<file path="src/rtl/parity_sched_pkg.sv">
// Shared types, default sizes and the round-robin pick function for the
// parity frame scheduler.
package parity_sched_pkg;

    typedef enum logic [1:0] {
        IDLE   = 2'd0,
        LOAD   = 2'd1,
        SHIFT  = 2'd2,
        RESULT = 2'd3
    } state_t;

    localparam int DEF_DATA_W = 8;
    localparam int DEF_NREQ   = 4;
    localparam int RR_MAX     = 32;

    // One-hot pick of the first set request at or after ptr, wrapping at n.
    // Callers must keep n below RR_MAX.
    function automatic logic [RR_MAX-1:0] rr_pick(
        input logic [RR_MAX-1:0] req_vec,
        input int                ptr,
        input int                n
    );
        logic [RR_MAX-1:0] pick;
        logic              found;
        int                idx;
        pick  = '0;
        found = 1'b0;
        for (int k = 0; k < RR_MAX; k++) begin
            if (k < n) begin
                idx = ptr + k;
                if (idx >= n) idx = idx - n;
                if (!found && req_vec[idx]) begin
                    pick[idx] = 1'b1;
                    found     = 1'b1;
                end
            end
        end
        return pick;
    endfunction

endpackage

</file>
<file path="src/rtl/parity_accum.sv">
// Serial odd-parity accumulator: XORs in one bit per valid cycle,
// cleared by load or reset.
module parity_accum (
    input  logic clk,
    input  logic rst,
    input  logic load,
    input  logic valid,
    input  logic din,
    output logic acc
);

    logic r_acc;

    always_ff @(posedge clk) begin
        if (!rst || load) r_acc <= 1'b0;
        else if (valid)   r_acc <= r_acc ^ din;
    end

    assign acc = r_acc;

endmodule

</file>
<file path="src/rtl/parity_frame_sched.sv">
// Round-robin scheduler feeding one requester word at a time through the
// serial parity accumulator and presenting word + odd parity downstream.
module parity_frame_sched
    import parity_sched_pkg::*;
#(
    parameter  int DATA_W = DEF_DATA_W,
    parameter  int NREQ   = DEF_NREQ,
    localparam int SRC_W  = $clog2(NREQ)
) (
    input  logic                   clk,
    input  logic                   rst,
    input  logic [NREQ-1:0]        req,
    input  logic [NREQ*DATA_W-1:0] data,
    output logic [NREQ-1:0]        gnt,
    output logic                   out_valid,
    input  logic                   out_ready,
    output logic [DATA_W-1:0]      out_data,
    output logic                   out_parity,
    output logic [SRC_W-1:0]       out_src,
    output logic                   busy
);

    localparam int CNT_W = $clog2(DATA_W);

    state_t              r_state;
    state_t              w_state_nxt;
    logic [DATA_W-1:0]   r_shift;
    logic [DATA_W-1:0]   r_word;
    logic [SRC_W-1:0]    r_src;
    logic [SRC_W-1:0]    r_ptr;
    logic [CNT_W-1:0]    r_cnt;

    logic [RR_MAX-1:0]   w_pick_all;
    logic                w_pick_unused;
    logic [NREQ-1:0]     w_gnt;
    logic [SRC_W-1:0]    w_win_idx;
    logic [SRC_W-1:0]    w_ptr_nxt;
    logic                w_load;
    logic                w_valid;
    logic                w_acc;

    assign w_pick_all    = rr_pick(RR_MAX'(req), int'(r_ptr), NREQ);
    assign w_pick_unused = |w_pick_all[RR_MAX-1:NREQ];
    // Grants exist only in IDLE and are held off while reset is asserted.
    assign w_gnt = (r_state == IDLE && rst) ? w_pick_all[NREQ-1:0] : '0;

    always_comb begin
        w_win_idx = '0;
        for (int i = 0; i < NREQ; i++) begin
            if (w_gnt[i]) w_win_idx = SRC_W'(i);
        end
    end

    assign w_ptr_nxt = (int'(w_win_idx) == NREQ - 1) ? '0 : w_win_idx + SRC_W'(1);

    always_comb begin
        w_state_nxt = r_state;
        w_load      = 1'b0;
        w_valid     = 1'b0;
        case (r_state)
            IDLE:   if (|w_gnt) w_state_nxt = LOAD;
            LOAD: begin
                w_load      = 1'b1;
                w_state_nxt = SHIFT;
            end
            SHIFT: begin
                w_valid = 1'b1;
                if (r_cnt == CNT_W'(DATA_W - 1)) w_state_nxt = RESULT;
            end
            RESULT: if (out_ready) w_state_nxt = IDLE;
            default: w_state_nxt = IDLE;
        endcase
    end

    always_ff @(posedge clk) begin
        if (!rst) begin
            r_state <= IDLE;
            r_shift <= '0;
            r_word  <= '0;
            r_src   <= '0;
            r_ptr   <= '0;
            r_cnt   <= '0;
        end else begin
            r_state <= w_state_nxt;
            case (r_state)
                IDLE: begin
                    if (|w_gnt) begin
                        r_shift <= data[int'(w_win_idx)*DATA_W +: DATA_W];
                        r_word  <= data[int'(w_win_idx)*DATA_W +: DATA_W];
                        r_src   <= w_win_idx;
                        r_ptr   <= w_ptr_nxt;
                    end
                end
                LOAD:  r_cnt <= '0;
                SHIFT: begin
                    r_shift <= r_shift >> 1;
                    r_cnt   <= r_cnt + CNT_W'(1);
                end
                default: ;
            endcase
        end
    end

    parity_accum u_accum (
        .clk   (clk),
        .rst   (rst),
        .load  (w_load),
        .valid (w_valid),
        .din   (r_shift[0]),
        .acc   (w_acc)
    );

    assign gnt        = w_gnt;
    assign out_valid  = (r_state == RESULT);
    assign out_parity = (r_state == RESULT) & ~w_acc;
    assign out_data   = r_word;
    assign out_src    = r_src;
    assign busy       = (r_state != IDLE);

endmodule

</file>
<file path="config.mk">
export PLATFORM = sky130hd
export DESIGN_NAME = parity_frame_sched
export DESIGN_NICKNAME = d
export VERILOG_FILES = /design/src/rtl/parity_sched_pkg.sv /design/src/rtl/parity_accum.sv /design/src/rtl/parity_frame_sched.sv
export SDC_FILE = /design/constraint.sdc
export NUM_CORES = 1
export LEC_CHECK = 0
export CORE_ASPECT_RATIO = 1.4
export CORE_MARGIN = 2
export CORE_UTILIZATION = 41
export DETAILED_ROUTE_END_ITERATION = 10
export DONT_BUFFER_PORTS = 1
export HOLD_SLACK_MARGIN = 0.15
export PLACE_DENSITY_LB_ADDON = 0.3
export SLEW_MARGIN = 20
export SYNTH_ARGS = -nofsm -noshare
export SYNTH_HDL_FRONTEND = slang
export SYNTH_SLANG_ARGS = --single-unit
</file>
<file path="constraint.sdc">
create_clock -name clk -period 2.8 [get_ports clk]
set_input_delay 0.56 -clock clk [delete_from_list [all_inputs] [get_ports clk]]
set_output_delay 0.56 -clock clk [all_outputs]
set_load 0.02 [all_outputs]
</file>
==> run summary, run 1 <==
Result of the run - finished with violations
Failing checks - negative setup slack
Layout area overhead - 30.86%
Largest stage delay, worst path - 0.59 ns
Worst hold path type - in -> reg
CTS H-tree lvls - 1
Remaining global-route overflow - 0
Diodes inserted - 0
TNS Setup - -0.9358 ns
Final Cycle Share - 104.5%
Clock power share - 7.4%
Total number of vias - 2059
Synth Net Count - 285
Vias/cell - 6.165
CP startpoint - r_ptr[0]
Signal arrival time at the worst endpoint - 2.37 ns
Seq cells post-synth - 26
Row count - 30
Clk sinks - 26
Global-route wire length before repair - 9.370 mm
Critical path capture point type - primary output
Critical Path RT - 2.24 ns
Pins Over Slew Limit - 0
Total CTS buffers - 3
Area after DPL - 2302 um2
Time the worst path needs with I/O delays and setup - 2.925 ns
Final setup violation count - 14
DR iter-0 viols - 87
Leak pwr - 1.050 nW
CTS tree - yes
Sequential Power Share - 22.5%
Proportion of layout cells with a drive suffix above 1 - 34.44%
Number of placed I/O pins - 56
EDFF count, synth - 0
Worst clock skew - 0.001516 ns
Vias in the first global route - 2031
Async S/R FF share, synth - 0%
NetSw - 1.288 mW
Clock tree buffer depth - 2
CTS Root Cell - clkbuf_8
Most frequent cells in the layout - 36 x buf_4, 25 x nand2_1, 24 x dfxtp_1
Die W - 63.43 um
Die height - 87.20 um
Worst-Skew Late Latency - 0.27 ns
Largest net degree at the start of global routing - 24
Nets - 324
Initial antenna violation count - 0
DRT Wirelength - 5.863 mm
Yosys cell types - 60
Startpoint Class - flip-flop
Comb pwr share - 70.2%
Design internal power - 1.602 mW
IO buf count - 0
Crit-path max FO - 6
Avg Inst Size Synth - 8.699 um2
Core area - 4805 um2
Worst-Margin Slew - 0.3853 ns
Most common cell after layout, fill and taps aside - buf_4
Normalized max-slew margin - 74.04%
Kind of critical path - reg -> out
Final antenna-violating net count - 0
Synthesized area - 2027 um2
Reg2reg start - r_ptr[0]
CP most frequent cell - buf_6
Synth Flop Type - dfxtp_1
# DRC - 0
Max VDD drop - 0.0005527 V
Die area - 5530 um2
Mapped Cells - 233
Max_cap viols - 0
Routability cong. - 0.7602
Sequential share of the synthesized area - 25.68%
Cell Pwr Density - 1089 nW/um2
Crit-path cells - buf_6, mux4_2, nor4b_4, buf_4, and2_4, o21ai_4, inv_4, buf_6
Fin area - 2653 um2
First-pass iteration count of the detailed router - 4
Sw Ratio - 44.57%
Routed length per instance - 17.55 um
Final Hold Vio Count - 0
RSZ-0062 raised after global routing - yes
Worst setup margin - -0.1251 ns
Max frequency - 0.3419 GHz
Clk slew on worst S/H paths - 0.09 ns
Hold path start - rst
Place WS - -0.05231 ns
Slowest CP cell - mux4_2
Total GRT Usage - 21.19%
Initial Util - 42.19%
DP HPWL - 4.138 mm
Synth Warn # - 0
==> stage by stage <==
step	total power, mW	hold WS [ns]	utilization (%)	std cells
global route	3.088	0.4078	55.21	334
CTS	2.608	0.4102	51.35	327
global placement	2.246	0.4634	47.92	316
detailed placement	2.262	0.4666	47.92	316
finish	2.889	0.4069	55.21	334
floorplan	1.751	0.4491	-	233
==> registers in the layout, indices dropped and copies added, names as in the netlist <==
signal       cells
out_src          2
u_accum.acc      1
r_cnt            3
r_shift          8
out_data         8
r_ptr            2
r_state          2
==> worst paths after layout <==
path                endpoint  slack, ns  cells past startpoint
hold reg to reg     r_cnt[1]       0.48                      2
hold / removal    r_shift[0]       0.41                      2
setup reg to reg  r_shift[4]      -0.09                     11
setup / recovery      gnt[2]      -0.13                      8
==> critical path: cells and delay by family, from the launching register on <==
family	cells	cell delay (ns)
AO/OA/AOI/OAI	1	0.07
multiplexers	1	0.59
buffers and inverters	4	0.49
flip-flops	1	0.39
AND/OR/NAND/NOR	2	0.55
==> synth_stat cells, drive strengths merged, types with 2 or more instances <==
library cell	instances	area share, %
or3	7	2.2
o2111ai	7	3.0
o21a	8	3.0
a32oi	2	0.86
a221oi	4	2.0
clkbuf	6	1.1
ha	13	8.0
o21ai	10	3.0
and3	2	0.86
nor2	5	0.93
nand2	25	4.6
a21oi	18	6.1
mux4	3	3.7
nor3	5	2.3
a21o	2	0.74
a41oi	2	1.2
mux2	2	1.3
nand3	4	0.99
o221ai	7	3.0
o211ai	7	2.6
buf	7	2.9
nand2b	5	1.5
and2	3	1.1
nand3b	2	0.74
inv	15	2.9
nor2b	2	0.62
dfxtp	26	26
a31oi	16	4.9
clkinv	2	0.37
o211a	2	0.99
==> per-layer routing <==
layer	part of all wire (%)	GRT usage, %	vias to the layer above
li1	-	-	970
met1	36	22.74	985
met2	53	40.00	87
met3	8.0	3.752	17
met4	2.5	9.486	0
met5	0	0	-
==> cell type report <==
type	count	area, um2
Fill cell	459	2152
Multi-Input combinational cell	177	1494
Sequential cell	26	525.5
Timing Repair Buffer	47	442.9
Tap cell	64	80.08
Inverter	17	68.82
Clock buffer	3	41.29
==> kinds of logic after synthesis <==
family                   after synthesis  synth area share (%)
flip-flops                            26                 25.68
AND/OR/NAND/NOR                       65                 18.52
buffers and inverters                 30                 7.284
adder cells (fa/ha/maj)               13                 8.025
XOR/XNOR                               1                0.4322
AO/OA/AOI/OAI                         92                 34.57
multiplexers                           6                 5.493
==> timing repair <==
action / CTS / global route
gates resized for setup: 15 / 27
hold buffers: 0 / 0
gates cloned: 0 / 2
buffers inserted: 8 / 5
setup endpoints to repair: 20 / 24
pin swaps: 7 / 18
==> power by group through the flow <==
stage	registers [mW]	clock network (mW)	logic (mW)
finish	0.649	0.213	2.03
floorplan	0.622	0	1.13
global placement	0.646	0	1.60
global route	0.662	0.231	2.19
CTS	0.642	0.220	1.75
detailed placement	0.647	0	1.62
Note: power is estimated with default switching activity, not from simulation.
==> run 2, diff against run 1 <==
--- a/config.mk
+++ b/config.mk
@@ -5,6 +5,7 @@
 export SDC_FILE = /design/constraint.sdc
 export NUM_CORES = 1
 export LEC_CHECK = 0
+export ABC_CLOCK_PERIOD_IN_PS = 2800
 export CORE_ASPECT_RATIO = 1.4
 export CORE_MARGIN = 2
 export CORE_UTILIZATION = 41
@@ -12,6 +13,7 @@
 export DONT_BUFFER_PORTS = 1
 export HOLD_SLACK_MARGIN = 0.15
 export PLACE_DENSITY_LB_ADDON = 0.3
+export SETUP_SLACK_MARGIN = 0.05
 export SLEW_MARGIN = 20
 export SYNTH_ARGS = -nofsm -noshare
 export SYNTH_HDL_FRONTEND = slang
==> run summary, run 2 (synthesis results as in run 1) <==
Result of the run - finished with violations
Failing checks - negative setup slack
Time the worst path needs with I/O delays and setup - 2.880 ns
Critical Path RT - 2.24 ns
Vias in the first global route - 1861
Routed length per instance - 17.93 um
Worst-Margin Slew - 0.3882 ns
Die area - 5530 um2
Kind of critical path - reg -> out
Reg2reg start - r_ptr[0]
Vias/cell - 5.893
Die W - 63.43 um
Global-route wire length before repair - 9.163 mm
# DRC - 0
Critical path capture point type - primary output
RSZ-0062 raised after global routing - yes
Register area - 528.0 um2
CTS tree - yes
DP HPWL - 4.229 mm
Pins Over Slew Limit - 0
Hold_buf cts - 0
Clk sinks - 26
Row count - 30
Die height - 87.20 um
Routability cong. - 0.7575
Area after DPL - 2307 um2
Total CTS buffers - 3
Area of the multi-input gates - 1568 um2
Max_cap viols - 0
Most frequent cells in the layout - 39 x buf_4, 25 x nand2_1, 24 x dfxtp_1
CTS Root Cell - clkbuf_8
Final Hold Vio Count - 0
DR iter-0 viols - 87
Clk slew on worst S/H paths - 0.09 ns
Worst setup margin - -0.08023 ns
Cell Pwr Density - 1076 nW/um2
DRT Wirelength - 6.023 mm
Layout area overhead - 34.75%
Worst hold path type - in -> reg
R2R setup slack - -0.02 ns
Worst-Skew Late Latency - 0.27 ns
Initial Util - 42.19%
Worst clock skew - 0.003419 ns
CP startpoint - r_ptr[0]
Remaining global-route overflow - 0
FILL cells - 457
First-pass iteration count of the detailed router - 4
Clock tree buffer depth - 2
Total number of vias - 1980
RR Endpoint - out_data[5]
Startpoint Class - flip-flop
IO buf count - 0
Fin area - 2731 um2
Placed cell count - 315
TNS Setup - -0.2872 ns
Most common cell after layout, fill and taps aside - buf_4
Worst setup path end - gnt[2]
Total GRT Usage - 20.71%
Proportion of layout cells with a drive suffix above 1 - 38.24%
Final Cycle Share - 102.9%
Number of placed I/O pins - 56
CTS H-tree lvls - 1
R2R cell count - 12
Max frequency - 0.3472 GHz
Leak pwr - 1.076 nW
Diodes inserted - 0
Final setup violation count - 5
Crit-path max FO - 7
Core area - 4805 um2
Normalized max-slew margin - 74.07%
Largest net degree at the start of global routing - 24
Nets - 325
Max VDD drop - 0.0005374 V
Initial antenna violation count - 0
Signal arrival time at the worst endpoint - 2.32 ns
Fin cells - 336
Final antenna-violating net count - 0
[run 2: stage by stage]
stage | power (mW) | setup WS, ns | util, % | hold WS [ns]
floorplan | 1.769 | 0.08236 | - | 0.4491
global placement | 2.247 | -0.08168 | 48.02 | 0.4588
detailed placement | 2.263 | -0.08334 | 48.02 | 0.4651
CTS | 2.664 | -0.1055 | 51.90 | 0.4152
global route | 3.126 | -0.1939 | 56.85 | 0.4111
finish | 2.939 | -0.08023 | 56.85 | 0.4189
[run 2: cell type report]
class	instances	area share, %
clock buffer	4	2.016
inverter	17	2.474
multi-input combinational	177	57.40
sequential	26	19.33
tap	64	2.932
timing repair buffer	48	15.85
[run 2: timing repair]
| action | 4_1_cts | 5_1_grt |
|---|---|---|
| setup endpoints to repair | 24 | 25 |
| buffers inserted | 8 | 8 |
| gates cloned | 0 | 1 |
| resized for setup | 19 | 31 |
| pin swaps | 10 | 15 |
[run 2: worst min-delay path by stage]
stage          depth (start not counted)          end  slack [ns]     start
6_report                               2   r_shift[0]        0.42       rst
3_5_place_dp                           2     r_cnt[1]        0.47  r_cnt[1]
3_3_place_gp                           2     r_cnt[1]        0.46  r_cnt[1]
5_1_grt                                2   r_shift[6]        0.41       rst
4_1_cts                                2  out_data[7]        0.42       rst
2_1_floorplan                          2     r_cnt[1]        0.45  r_cnt[1]
[run 2: metal layers]
metal / routed length [um] / GRT usage (%) / up-vias
met3: 274 / 3.493 / 8
met5: 0 / 0 / -
met4: 85 / 3.557 / 0
li1: - / - / 970
met2: 3323 / 39.52 / 43
met1: 2340 / 24.30 / 959
[run 2: power by group]
group          internal, mW  switching [mW]
registers             0.496           0.160
clock network         0.126           0.118
logic                 0.991            1.05
[run 2: critical path, cell delays in order, from the launching register on]
cell and delay [ns]:
dfxtp_4 0.40, buf_6 0.13, mux2i_2 0.30, nand3b_1 0.21, a21oi_4 0.09, buf_4 0.15, a311o_1 0.40, o21ai_4 0.19
inv_4 0.05, buf_6 0.13
